===== src/rtl/fifo_rd_unpack_if.sv =====
// fifo_rd_unpack_if: FIFO read-side signals and the unpacked byte stream of fifo_rd_unpack.
// master is the unpacker; slave is the FIFO plus downstream consumer.
interface fifo_rd_unpack_if #(
   parameter int CNT_W = 9
);
   logic             wr_full;
   logic             rd_empty;
   logic [15:0]      rd_data;
   logic             rd_req;
   logic [7:0]       out_data;
   logic             out_valid;
   logic             out_ready;
   logic             busy;
   logic             burst_done;
   logic [CNT_W-1:0] word_cnt;

   modport master (
      input  wr_full, rd_empty, rd_data, out_ready,
      output rd_req, out_data, out_valid, busy, burst_done, word_cnt
   );

   modport slave (
      output wr_full, rd_empty, rd_data, out_ready,
      input  rd_req, out_data, out_valid, busy, burst_done, word_cnt
   );
endinterface


===== src/rtl/fifo_rd_unpack.sv =====
// fifo_rd_unpack: drains the mixed-width FIFO in one burst once its full flag is seen,
// and streams each 16-bit word out as two bytes on a valid/ready port.
module fifo_rd_unpack #(
   parameter bit LSB_FIRST = 1'b1,
   parameter int CNT_W     = 9
) (
   input  logic             rd_clk,
   input  logic             sys_rst_n,
   fifo_rd_unpack_if.master bus
);
   typedef enum logic [1:0] {IDLE, DRAIN, DONE} state_t;

   state_t           r_state, w_next;
   logic             r_full_s0, r_full_s1;
   logic             r_inflight, r_hold_v;
   logic [1:0]       r_bcnt;
   logic [15:0]      r_word, r_hold;
   logic [CNT_W-1:0] r_word_cnt;
   logic             w_xfer, w_load, w_rd_req, w_start;
   logic [15:0]      w_src;
   logic [7:0]       w_first, w_second;

   // r_bcnt: 2 = both bytes of r_word pending, 1 = only the second, 0 = empty
   assign w_xfer   = (r_bcnt != 2'd0) && bus.out_ready;
   assign w_load   = (r_bcnt == 2'd0) || ((r_bcnt == 2'd1) && w_xfer);
   assign w_src    = r_hold_v ? r_hold : bus.rd_data;
   assign w_first  = LSB_FIRST ? r_word[7:0] : r_word[15:8];
   assign w_second = LSB_FIRST ? r_word[15:8] : r_word[7:0];

   // A read is issued while the first byte leaves so its word lands exactly as the
   // second byte leaves; r_hold catches the word if the consumer stalls in between.
   always_comb begin
      w_next   = r_state;
      w_rd_req = 1'b0;
      w_start  = 1'b0;
      case (r_state)
         IDLE: begin
            w_start = r_full_s1 && !bus.rd_empty;
            w_next  = w_start ? DRAIN : IDLE;
         end
         DRAIN: begin
            w_rd_req = !bus.rd_empty && !r_inflight && !r_hold_v &&
                       ((r_bcnt == 2'd0) || bus.out_ready);
            w_next   = (bus.rd_empty && !r_inflight && !r_hold_v && (r_bcnt == 2'd0)) ? DONE : DRAIN;
         end
         DONE:    w_next = IDLE;
         default: w_next = IDLE;
      endcase
   end

   always_ff @(posedge rd_clk or negedge sys_rst_n) begin
      if (!sys_rst_n) begin
         r_full_s0  <= 1'b0;
         r_full_s1  <= 1'b0;
         r_state    <= IDLE;
         r_inflight <= 1'b0;
         r_hold_v   <= 1'b0;
         r_hold     <= '0;
         r_word     <= '0;
         r_bcnt     <= 2'd0;
         r_word_cnt <= '0;
      end else begin
         r_full_s0  <= bus.wr_full;
         r_full_s1  <= r_full_s0;
         r_state    <= w_next;
         r_inflight <= w_rd_req;
         if (w_start)
            r_word_cnt <= '0;
         else if (r_inflight && (r_word_cnt != '1))
            r_word_cnt <= r_word_cnt + CNT_W'(1);
         if ((r_inflight || r_hold_v) && w_load) begin
            r_word   <= w_src;
            r_bcnt   <= 2'd2;
            r_hold_v <= 1'b0;
         end else begin
            if (r_inflight) begin
               r_hold   <= bus.rd_data;
               r_hold_v <= 1'b1;
            end
            if (w_xfer)
               r_bcnt <= r_bcnt - 2'd1;
         end
      end
   end

   assign bus.rd_req     = w_rd_req;
   assign bus.out_valid  = r_bcnt != 2'd0;
   assign bus.out_data   = (r_bcnt == 2'd2) ? w_first : (r_bcnt == 2'd1) ? w_second : 8'h00;
   assign bus.busy       = r_state == DRAIN;
   assign bus.burst_done = r_state == DONE;
   assign bus.word_cnt   = r_word_cnt;
endmodule

===== src/flat_wrapper.sv =====
// flat-port wrapper written by rule: the top's interface ports become plain ports
module fifo_rd_unpack_flat 
#(
   parameter bit LSB_FIRST = 1'b1,
   parameter int CNT_W     = 9
)
  (rd_clk, sys_rst_n, bus_wr_full, bus_rd_empty, bus_rd_data, bus_out_ready, bus_rd_req, bus_out_data, bus_out_valid, bus_busy, bus_burst_done, bus_word_cnt);
  fifo_rd_unpack_if #(.CNT_W(CNT_W)) bus_i ();
  input  logic rd_clk;
  input  logic sys_rst_n;
  input wire logic [$bits(bus_i.wr_full)-1:0] bus_wr_full;
  input wire logic [$bits(bus_i.rd_empty)-1:0] bus_rd_empty;
  input wire logic [$bits(bus_i.rd_data)-1:0] bus_rd_data;
  input wire logic [$bits(bus_i.out_ready)-1:0] bus_out_ready;
  output wire logic [$bits(bus_i.rd_req)-1:0] bus_rd_req;
  output wire logic [$bits(bus_i.out_data)-1:0] bus_out_data;
  output wire logic [$bits(bus_i.out_valid)-1:0] bus_out_valid;
  output wire logic [$bits(bus_i.busy)-1:0] bus_busy;
  output wire logic [$bits(bus_i.burst_done)-1:0] bus_burst_done;
  output wire logic [$bits(bus_i.word_cnt)-1:0] bus_word_cnt;
  assign bus_i.wr_full = bus_wr_full;
  assign bus_i.rd_empty = bus_rd_empty;
  assign bus_i.rd_data = bus_rd_data;
  assign bus_i.out_ready = bus_out_ready;
  assign bus_rd_req = bus_i.rd_req;
  assign bus_out_data = bus_i.out_data;
  assign bus_out_valid = bus_i.out_valid;
  assign bus_busy = bus_i.busy;
  assign bus_burst_done = bus_i.burst_done;
  assign bus_word_cnt = bus_i.word_cnt;
  fifo_rd_unpack #(.LSB_FIRST(LSB_FIRST), .CNT_W(CNT_W)) u_core (.rd_clk(rd_clk), .sys_rst_n(sys_rst_n), .bus(bus_i));
endmodule

===== config.mk =====
export PLATFORM = sky130hd
export DESIGN_NAME = fifo_rd_unpack_flat
export DESIGN_NICKNAME = d
export VERILOG_FILES = /design/src/rtl/fifo_rd_unpack_if.sv /design/src/rtl/fifo_rd_unpack.sv /design/src/flat_wrapper.sv
export SDC_FILE = /design/constraint.sdc
export NUM_CORES = 1
export LEC_CHECK = 0
export CORE_ASPECT_RATIO = 0.5
export CORE_MARGIN = 2
export CORE_UTILIZATION = 45
export DETAILED_ROUTE_END_ITERATION = 12
export MAX_ROUTING_LAYER = met4
export PLACE_DENSITY_LB_ADDON = 0.1
export RECOVER_POWER = 50
export SLEW_MARGIN = 20
export SYNTH_ARGS = -nofsm -noshare
export SYNTH_HDL_FRONTEND = slang
export SYNTH_SLANG_ARGS = --single-unit

===== constraint.sdc =====
create_clock -name rd_clk -period 1.9 [get_ports rd_clk]
set_clock_uncertainty 0.05 [all_clocks]
set_input_delay 0.19 -clock rd_clk [delete_from_list [all_inputs] [get_ports rd_clk]]
set_output_delay 0.19 -clock rd_clk [all_outputs]
set_load 0.02 [all_outputs]

==> results.tsv <==
metric	value	unit
outcome	completed	
initial antenna violation count	0	
unrepaired setup endpoints after global routing	yes	
Yosys cell types	32	
layout cells sized above 1	40.9	%
CTS tree	built	
GRT Overall Usage	18.2	%
Placed Cells	315	
class of the worst hold path	flop to flop	
ys flop type	dfrtp_1	
HPWL Detailed	3350	µm
vias in the first global route	1616	
final hold violations	0	
first-pass GRT wire length	7670	µm
Crit. End Element	primary output	
worst min-delay path startpoint	u_core.r_full_s0	
max-cap violation count	0	
Post-Syn Area per Cell	12.2	µm²
Post-synth EDFFs	0	
nets	282	
clk sinks	49	
register area share after synthesis	52.8	%
top cells by count, synth	dfrtp_1, mux2_2, nand2_1	
Int Power	0.00294	W
FP Rows	18	
Reg2Reg Setup Slack	90	ps
Switch Pwr	0.00155	W
Placer Congestion	0.746	
routed len/inst	14.1	µm
clock slew at reported path FFs	90	ps
Net Sw Frac	34.5	%
CTS buffer count	5	
n_diodes	0	
syn nets	217	
Clock Power Share	15.0	%
#FFs+latches synth	49	
final WL	4620	µm
clk root buf	clkbuf_8	
total number of vias	1626	
synthesized area	0.00232	mm²
Power Total	0.00449	W
First-pass DRT Iterations	4	
slew margin rel.	52.0	%
worst r2r dst	u_core.bus.word_cnt[6]	
design area	0.00310	mm²
Synth area leaders	dfrtp_1, mux2_2, nand2_1	
die span in x	106	µm
post-synth top area share	52.8	%
Post-Layout Cell Count	327	
Core Footprint	0.00495	mm²
Worst-Margin Slew	720	ps
Die Ht	54.8	µm
FMAX	544	MHz
RR Startpoint	u_core.bus.word_cnt[0]	
die area	0.00578	mm²
most frequent cell after synthesis	dfrtp_1	
fin crit period	1840	ps
pwr dens	1450	mW/mm²
Leak	1.36	nW
Worst-Skew Late Latency	300	ps
Crit Path Class	flop to primary output	
Fin Setup TNS	0	ps
total grt overflow	0	
DRC	0	
port bufs	41	
hold_ws	309	ps
Synth area leader	dfrtp_1	
Setup crit start kind	flop	
Initial Utilization	46.8	%
cells on worst reg2reg path	7	
worst hold path stage count	0	
CP required	1660	ps
fillers	428	
Max clock buf depth	2	
ys async rst share	100	%
Initial DRC Count	31	
Flop pwr share	38.4	%
Max VDD drop	0.729	mV
Ports	42	
Detail Route Antenna Nets	0	
H-tree level count	2	
vias per cell	4.97	
Comb pwr share	46.5	%
Final Slew Violations	0	
multi-input logic area	0.00110	mm²
synth-to-layout area growth	33.5	%
largest net degree at the start of global routing	24	
final setup vio count	0	
Syn Inst Count	191	
critical path data arrival time	1600	ps
Post-DP Area	0.00295	mm²
fin crit share	96.7	%
Worst Hold End	u_core.r_full_s1	
Max Fanout on Critical Path	4	
sequential cell area	0.00123	mm²
synth warn	0	
sequential cells by signal, summed over array words and instances, names as in the netlist:
register             flops
u_core.r_full_s1         1
u_core.r_state           2
u_core.r_word           16
u_core.r_hold_v          1
u_core.bus.word_cnt      9
u_core.r_inflight        1
u_core.r_hold           16
u_core.r_bcnt            2
u_core.r_full_s0         1
worst max-delay path: stages, from the launching register on:
cell and delay [ps]:
dfrtp_1 460, inv_1 170, ha_2 230, nor2_1 70, nor3_2 190, buf_4 190
layer usage:
metal,global-route usage (%),part of all wire [%]
met5,-,0
met2,29.5,44
met4,4.82,0.58
met1,23.1,50
met3,5.00,4.8
power by group through the flow:
| stage | clock [W] | sequential (W) | combinational [W] |
|---|---|---|---|
| detailed placement | 0 | 0.00174 | 0.00208 |
| global route | 0.000732 | 0.00179 | 0.00228 |
| floorplan | 0 | 0.00174 | 0.00127 |
| CTS | 0.000696 | 0.00172 | 0.00202 |
| finish | 0.000675 | 0.00172 | 0.00209 |
| global placement | 0 | 0.00171 | 0.00203 |
what timing repair did:
item                                    in CTS  in global routing
gates resized for setup                     44                 22
endpoints found under the setup margin      27                 21
hold buffers                                 1                  0
endpoints found under the hold margin       21                  0
buffers inserted                             1                  2
pin swaps                                    0                  2
logic make-up (layout without fill, tap and decap cells):
logic type,after synthesis,in the layout,share of synthesized area [%]
compound gates,25,25,6.09
fa+ha+maj,5,5,2.70
buf+inv,10,76,2.26
simple gates,50,50,11.2
flops,49,49,52.8
xor+xnor,2,2,0.755
mux,50,50,24.2
through the flow:
stage          utilization [%]  setup slack [ps]
6_report                  62.6              62.1
5_1_grt                   62.6             -34.8
4_1_cts                   61.4             -54.2
3_5_place_dp              59.4              -163
3_3_place_gp              59.4              -148
2_1_floorplan                -              30.4
cell usage in the layout, fill, tap and decap left out, types with 5 or more instances in the layout:
cell and count:
clkbuf_8 7, clkdlybuf4s50_1 26, nand2_1 22, dlygate4sd3_1 5
a21oi_1 6, buf_4 23, mux2_2 48, nor2_1 5
o21ai_0 8, dfrtp_1 47
how the worst max path moves through the flow:
stage	startpoint	endpoint	slack [ps]	cells after the start
2_1_floorplan	u_core.bus.word_cnt[0]	u_core.bus.word_cnt[7]	30	7
3_3_place_gp	u_core.r_bcnt[0]	bus_out_data[0]	-150	5
3_5_place_dp	u_core.r_bcnt[0]	bus_out_data[6]	-160	5
4_1_cts	u_core.r_bcnt[0]	bus_out_data[5]	-50	5
5_1_grt	u_core.r_bcnt[0]	bus_rd_req	-30	5
6_report	u_core.r_bcnt[0]	bus_rd_req	60	5
final cells by class:
cell class | count | share of cell area, %
flip-flops and latches | 49 | 39.6
multi-input cells | 132 | 35.6
repair buffers | 64 | 18.1
clock buffers | 7 | 3.11
well taps | 70 | 2.83
inverters | 4 | 0.484
clock inverters | 1 | 0.161
Power figures use the tool's default switching activity.
